## config.mk

```make
export PLATFORM = sky130hd
export DESIGN_NAME = mem_arbiter
export DESIGN_NICKNAME = d
export VERILOG_FILES = /design/src/rtl/mem_arbiter_pkg.sv /design/src/rtl/mem_arbiter_starve_counter.sv /design/src/rtl/mem_arbiter.sv
export SDC_FILE = /design/constraint.sdc
export NUM_CORES = 1
export LEC_CHECK = 0
export CORE_AREA = 8 8 119 121
export DETAILED_ROUTE_END_ITERATION = 12
export DIE_AREA = 0 0 127 129
export PLACE_DENSITY = 0.89
export SLEW_MARGIN = 20
export SYNTH_ARGS = -nofsm -noshare
export SYNTH_HDL_FRONTEND = slang
export SYNTH_SLANG_ARGS = --single-unit
```

## constraint.sdc

```tcl
create_clock -name clk -period 2.8 [get_ports clk]
set_clock_uncertainty 0.05 [all_clocks]
set_input_delay 0.56 -clock clk [delete_from_list [all_inputs] [get_ports clk]]
set_output_delay 0.56 -clock clk [all_outputs]
set_load 0.005 [all_outputs]
```

## src/rtl/mem_arbiter_pkg.sv

```systemverilog
// Shared definitions for the cart/USB memory arbiter: access width codes,
// FSM states and requester identifiers.
package mem_arbiter_pkg;

    localparam logic [1:0] DATA_WIDTH_0  = 2'b00;
    localparam logic [1:0] DATA_WIDTH_8  = 2'b01;
    localparam logic [1:0] DATA_WIDTH_16 = 2'b10;
    localparam logic [1:0] DATA_WIDTH_32 = 2'b11;

    typedef enum logic [1:0] {
        IDLE    = 2'd0,
        ISSUE   = 2'd1,
        RD_WAIT = 2'd2
    } arb_state_e;

    typedef enum logic {
        REQ_CART = 1'b0,
        REQ_USB  = 1'b1
    } req_id_e;

endpackage

```

## src/rtl/mem_arbiter_starve_counter.sv

```systemverilog
// Saturating count of consecutive arbitration cycles in which a pending USB
// request was passed over. Saturation is what forces USB ahead of the cart.
module arb_starve_counter #(
    parameter int unsigned LIMIT = 8,
    parameter int unsigned CW    = 4
) (
    input  logic          clk,
    input  logic          rst,
    input  logic          inc_i,
    input  logic          clr_i,
    output logic [CW-1:0] cnt_o,
    output logic          sat_o
);

    logic [CW-1:0] cnt_q;

    assign sat_o = (cnt_q >= CW'(LIMIT));
    assign cnt_o = cnt_q;

    // Count up while USB loses, stop at the limit, clear when USB wins or leaves.
    always_ff @(posedge clk) begin
        if (rst) begin
            cnt_q <= '0;
        end else if (clr_i) begin
            cnt_q <= '0;
        end else if (inc_i && !sat_o) begin
            cnt_q <= cnt_q + CW'(1);
        end
    end

endmodule

```

## src/rtl/mem_arbiter.sv

```systemverilog
// Two-requester memory arbiter: cart has priority, USB is protected from
// starvation, one read outstanding at a time with an abandon timeout.
//
//   state   | meaning
//   --------+---------------------------------------------------------------
//   IDLE    | sampling requests, granting when the selected path is ready
//   ISSUE   | one-cycle command pulse and ack to the granted requester
//   RD_WAIT | waiting for mem_rvalid; timeout down-counter running
module mem_arbiter
    import mem_arbiter_pkg::*;
#(
    parameter int unsigned STARVE_LIMIT = 8,
    parameter int unsigned RD_TIMEOUT   = 1024
) (
    input  logic        clk,
    input  logic        rst,

    input  logic        cart_req_i,
    input  logic        cart_we_i,
    input  logic [25:0] cart_addr_i,
    input  logic [1:0]  cart_width_i,
    input  logic [15:0] cart_wdata_i,
    output logic        cart_ack_o,
    output logic [15:0] cart_rdata_o,
    output logic        cart_rvalid_o,

    input  logic        usb_req_i,
    input  logic        usb_we_i,
    input  logic [25:0] usb_addr_i,
    input  logic [31:0] usb_wdata_i,
    output logic        usb_ack_o,
    output logic [31:0] usb_rdata_o,
    output logic        usb_rvalid_o,

    input  logic        mem_rd_ready_i,
    input  logic        mem_wr_ready_i,
    output logic        mem_rd_o,
    output logic        mem_wr_o,
    output logic [25:0] mem_addr_o,
    output logic [1:0]  mem_width_o,
    output logic [31:0] mem_wdata_o,
    input  logic [31:0] mem_rdata_i,
    input  logic        mem_rvalid_i,

    output logic        timeout_err_o
);

    localparam int unsigned SW = (STARVE_LIMIT < 1) ? 1 : $clog2(STARVE_LIMIT + 1);
    localparam int unsigned TW = (RD_TIMEOUT < 2) ? 1 : $clog2(RD_TIMEOUT);

    arb_state_e    state_q, state_d;
    req_id_e       id_q, id_d;
    logic          we_q, we_d;
    logic [25:0]   addr_q, addr_d;
    logic [1:0]    width_q, width_d;
    logic [31:0]   wdata_q, wdata_d;
    logic [TW-1:0] tmo_q, tmo_d;

    logic [SW-1:0] starve_cnt;
    logic          starved;
    logic          usb_grant;
    logic          sel_usb;
    logic          sel_we;
    logic          sel_ready;
    logic          rd_done;
    logic          rd_expired;
    logic [31:0]   rd_word;

    // USB goes first only when starved or when the cart is quiet.
    assign sel_usb   = usb_req_i && (starved || !cart_req_i);
    assign sel_we    = sel_usb ? usb_we_i : cart_we_i;
    assign sel_ready = sel_we ? mem_wr_ready_i : mem_rd_ready_i;

    assign rd_expired = (state_q == RD_WAIT) && (tmo_q == '0);
    assign rd_done    = (state_q == RD_WAIT) && (mem_rvalid_i || rd_expired);
    assign rd_word    = mem_rvalid_i ? mem_rdata_i : 32'hFFFF_FFFF;

    arb_starve_counter #(
        .LIMIT (STARVE_LIMIT),
        .CW    (SW)
    ) u_starve (
        .clk   (clk),
        .rst   (rst),
        .inc_i (state_q == IDLE && usb_req_i && !usb_grant),
        .clr_i (usb_grant || !usb_req_i),
        .cnt_o (starve_cnt),
        .sat_o (starved)
    );

    // State, granted-command and timeout registers.
    always_ff @(posedge clk) begin
        if (rst) begin
            state_q <= IDLE;
            id_q    <= REQ_CART;
            we_q    <= 1'b0;
            addr_q  <= '0;
            width_q <= DATA_WIDTH_0;
            wdata_q <= '0;
            tmo_q   <= '0;
        end else begin
            state_q <= state_d;
            id_q    <= id_d;
            we_q    <= we_d;
            addr_q  <= addr_d;
            width_q <= width_d;
            wdata_q <= wdata_d;
            tmo_q   <= tmo_d;
        end
    end

    // Next-state: grant in IDLE, fork on direction in ISSUE, finish or count down in RD_WAIT.
    always_comb begin
        state_d   = state_q;
        id_d      = id_q;
        we_d      = we_q;
        addr_d    = addr_q;
        width_d   = width_q;
        wdata_d   = wdata_q;
        tmo_d     = tmo_q;
        usb_grant = 1'b0;
        case (state_q)
            IDLE: begin
                // A stalled selection blocks the other requester on purpose.
                if ((cart_req_i || usb_req_i) && sel_ready) begin
                    state_d = ISSUE;
                    we_d    = sel_we;
                    if (sel_usb) begin
                        usb_grant = 1'b1;
                        id_d      = REQ_USB;
                        addr_d    = usb_addr_i;
                        width_d   = DATA_WIDTH_32;
                        wdata_d   = usb_wdata_i;
                    end else begin
                        id_d      = REQ_CART;
                        addr_d    = cart_addr_i;
                        width_d   = cart_width_i;
                        wdata_d   = {16'h0000, cart_wdata_i};
                    end
                end
            end
            ISSUE: begin
                if (we_q) begin
                    state_d = IDLE;
                end else begin
                    state_d = RD_WAIT;
                    tmo_d   = TW'(RD_TIMEOUT - 1);
                end
            end
            RD_WAIT: begin
                if (rd_done) begin
                    state_d = IDLE;
                    tmo_d   = '0;
                end else begin
                    tmo_d   = tmo_q - TW'(1);
                end
            end
            default: begin
                state_d = IDLE;
            end
        endcase
    end

    // Pulse outputs; forced low while rst is high so an abandoned read leaks nothing.
    always_comb begin
        cart_ack_o    = 1'b0;
        usb_ack_o     = 1'b0;
        mem_rd_o      = 1'b0;
        mem_wr_o      = 1'b0;
        cart_rvalid_o = 1'b0;
        usb_rvalid_o  = 1'b0;
        cart_rdata_o  = '0;
        usb_rdata_o   = '0;
        timeout_err_o = 1'b0;
        if (!rst) begin
            if (state_q == ISSUE) begin
                cart_ack_o = (id_q == REQ_CART);
                usb_ack_o  = (id_q == REQ_USB);
                mem_rd_o   = !we_q;
                mem_wr_o   = we_q;
            end
            if (rd_done) begin
                timeout_err_o = !mem_rvalid_i;
                if (id_q == REQ_CART) begin
                    cart_rvalid_o = 1'b1;
                    cart_rdata_o  = rd_word[15:0];
                end else begin
                    usb_rvalid_o  = 1'b1;
                    usb_rdata_o   = rd_word;
                end
            end
        end
    end

    assign mem_addr_o  = addr_q;
    assign mem_width_o = width_q;
    assign mem_wdata_o = wdata_q;

endmodule

```

==> metrics <==
status finished, violations left; failing checks setup timing; number of buffers created by CTS 9; final worst slack -0.236 ns; synthesized area per cell 8.02 um2; static leakage power 3.40 nW; type of element capturing the critical path primary output; Crit path arrival time about 2.4 ns; first-pass GRT wire length ~28,000 um; top_reg_cell synth sky130_fd_sc_hd__dfxtp_1; worst-path maximum fanout 4; post-synthesis share of cell area spent on and, or, nand and nor gates 26.3%; count of unresolved DRC violations after routing 0; global-route total usage across every layer 21.7%; total global routing overflow 0; clock edge transition at the registers on the reported setup and hold paths 0.06 ns; Startpoint Class register; Slew HR 46.2%; WHS Path Cells 2; portion of the clock cycle consumed by the worst path in the final layout 108%; maximum vdd ir drop 0.333 mV; violation count after the first detailed-route iteration 331; maximum count of clock buffers along a single path 2; proportion of layout cells with a drive suffix above 1 26.5%; FP Rows 41; switching power share of the total between 20% and 30%; combinational family with the most area after synthesis simple AND/OR/NAND/NOR gates; part of the power in combinational logic 30.8%; Clock Power Share 31.8%; flip-flop and latch count after synthesis 78; Area contributors post-synth sky130_fd_sc_hd__dfxtp_1 33%, sky130_fd_sc_hd__mux2_2 10%, sky130_fd_sc_hd__nor2b_1 8.1%; reported net switching power 0.913 mW; min cycle time layout roughly 3.0 ns; Setup CP Type register to primary output; relative contribution of sequential cells to total power 37.4%; async set-or-reset flop fraction in the synthesized netlist 0%; CTS tree yes; Cell variety after synth 43; count of nets left with antenna violations after detail routing 0; Achievable Freq 329 MHz; internal power 2.41 mW; Required @ worst endpoint 2.19 ns; placer congestion estimate 0.830; Storage cell area 1560 um2; type of the worst min-delay path register to register; Final HPWL DP 13,000 um; flop2flop setup slack 0.11 ns; transition time at the pin with the least slew margin 0.807 ns; floorplan die area 16,400 um2; Ant. Diodes 0; Worst-Skew Late Latency 0.33 ns; Adder-Cell Fraction of Synth Area under 10%; total power per unit cell area between 400 and 500 nW/um2; floorplan die width 127 um; cell taking the most area after synthesis sky130_fd_sc_hd__dfxtp_1; number of ports placed on the die boundary 258; number of antenna violations at the first check in global routing 0; Port Buf Inserts 257; max-cap violation count 0; total area of multi-input combinational cells roughly 3100 um2; starting density of the core between 30% and 40%; Area growth syn-to-layout 72.6%; average vias per placed instance 5.27; number of enable flip-flop cells after synthesis 0; master cell of the clock root buffer sky130_fd_sc_hd__clkbuf_16; fraction of the mapped netlist area in compound gates ~19%; number of synthesis warnings 0; deepest level of the CTS H-tree 3; final hold violations 0; via count of the first global-routing pass 5,351; aggregate routed wire length 18,900 um; final-layout setup total negative slack -5.94 ns; Core ar. about 12,000 um2; cell area after synthesis ~4800 um2; post-synthesis net count about 750; Slew Viols, Final 0; CTS Hold Buffers Added 0; number of setup violations in the final report 41; number of sinks on the clock net 78; Routed WL per cell 18.3 um; xor and xnor area share after synthesis 0.365%; Die Ht ~130 um; multiplexer share of the synthesized area 14.3%; synthesized instance count 599; unrepaired setup endpoints after global routing true; maximum number of pins on one net before global-route repair 125; number of nets in the layout ~1.0k; area share of the largest cell type after synthesis 32.5%; overall via count from detail_route 5,448; fillers 949; DR pass1 iterations 4; sequential share of the synthesized area 32.5%; Design Power 3.32 mW; count of cells along the worst register-to-register path 18
flip-flops by register name, summed over array words and instances (netlist names):
name / count
state_q: 2
mem_wdata_o: 32
tmo_q: 10
mem_addr_o: 26
id_q: 1
we_q: 1
u_starve.cnt_o: 4
mem_width_o: 2
layout by cell type (no fill, tap or decap), drive strengths merged, types with 2 or more instances in the layout:
cell type and count:
buf 119, mux2 44, o21ai 51, nor3 7, o21a 3, a21oi 65, and3 3, dfxtp 78
a211oi 6, nand3b 16, inv 23, nand2 10, ha 4, clkbuf 15, nor2 44, mux2i 19
nor3b 2, a22oi 2, o22ai 2, or4b 2, nand2b 27, nand4b 2, nor2b 62, o21bai 5
clkdlybuf4s50 204, o32ai 4, a31oi 6, clkinv 2, nand3 47
power by group through the flow:
stage	logic, mW	clock network [mW]	registers, mW
final	1.02	1.06	1.24
after global routing	1.11	1.14	1.25
after CTS	0.985	1.09	1.24
after detailed placement	0.925	0	1.26
after global placement	0.912	0	1.26
after floorplan	0.433	0	1.27
metal layers:
| layer | wire length [um] | track usage (%) | vias to the layer above | part of all wire [%] |
|---|---|---|---|---|
| met5 | 0 | 0 | - | 0 |
| met4 | 522 | 9.10 | 0 | 2.8 |
| met3 | 1580 | 7.57 | 40 | 8.3 |
| met2 | 9320 | 36.9 | 260 | 49 |
| met1 | 7450 | 24.2 | 2520 | 39 |
| li1 | - | - | 2628 | - |
cells by family after synthesis:
logic type      count (synthesis)
mux                            63
xor+xnor                        2
fa+ha+maj                       4
flops                          78
buf+inv                        80
simple gates                  224
compound gates                148
Yosys cell counts (13+ instances only):
master and n:
sky130_fd_sc_hd__nor2b_1 62, sky130_fd_sc_hd__o21ai_0 51, sky130_fd_sc_hd__nand3_1 47, sky130_fd_sc_hd__mux2i_1 19, sky130_fd_sc_hd__nand3b_1 16, sky130_fd_sc_hd__nor2_1 44
sky130_fd_sc_hd__mux2_2 44, sky130_fd_sc_hd__dfxtp_1 78, sky130_fd_sc_hd__nand2b_1 27, sky130_fd_sc_hd__a21oi_2 13, sky130_fd_sc_hd__inv_1 24, sky130_fd_sc_hd__clkbuf_1 39
sky130_fd_sc_hd__a21oi_1 52
path summary, 6_finish.rpt:
path                                      start              end
worst min-delay path            mem_wdata_o[22]  mem_wdata_o[22]
worst max-delay path                   tmo_q[1]  usb_rdata_o[28]
worst min register to register  mem_wdata_o[22]  mem_wdata_o[22]
worst max register to register         tmo_q[0]         tmo_q[6]
stage by stage:
stage	cells	setup slack, ns	util (%)	hold WS (ns)	cell area, um2
floorplan	599	0.333	-	0.395	4800
global placement	980	-0.321	61.5	0.409	7580
detailed placement	980	-0.368	61.6	0.414	7580
CTS	1030	-0.219	65.6	0.426	8080
global route	1033	-0.341	67.3	0.442	8290
finish	1033	-0.236	67.3	0.424	8290
repair_timing:
action | 4_1_cts | 5_1_grt
cloned | 4 | 0
buffers inserted | 31 | 6
gates resized for setup | 243 | 46
pin swaps | 18 | 11
endpoints found under the setup margin | 50 | 53
critical path, cell delays in order, from the launching register on:
cell	delay, ns
sky130_fd_sc_hd__dfxtp_2	0.32
sky130_fd_sc_hd__inv_2	0.07
sky130_fd_sc_hd__ha_4	0.12
sky130_fd_sc_hd__nor3b_4	0.22
sky130_fd_sc_hd__a31oi_4	0.13
sky130_fd_sc_hd__or4b_4	0.59
sky130_fd_sc_hd__buf_12	0.16
sky130_fd_sc_hd__buf_6	0.12
sky130_fd_sc_hd__buf_16	0.13
sky130_fd_sc_hd__a21oi_2	0.11
sky130_fd_sc_hd__buf_2	0.13
layout make-up:
type | instances | area share (%)
repair buffers | 324 | 36.9
clock inverters | 1 | 0.0604
inverters | 24 | 1.15
flip-flops and latches | 78 | 18.9
well taps | 150 | 2.26
clock buffers | 15 | 3.11
multi-input cells | 441 | 37.6
Note: power is estimated with default switching activity, not from simulation.
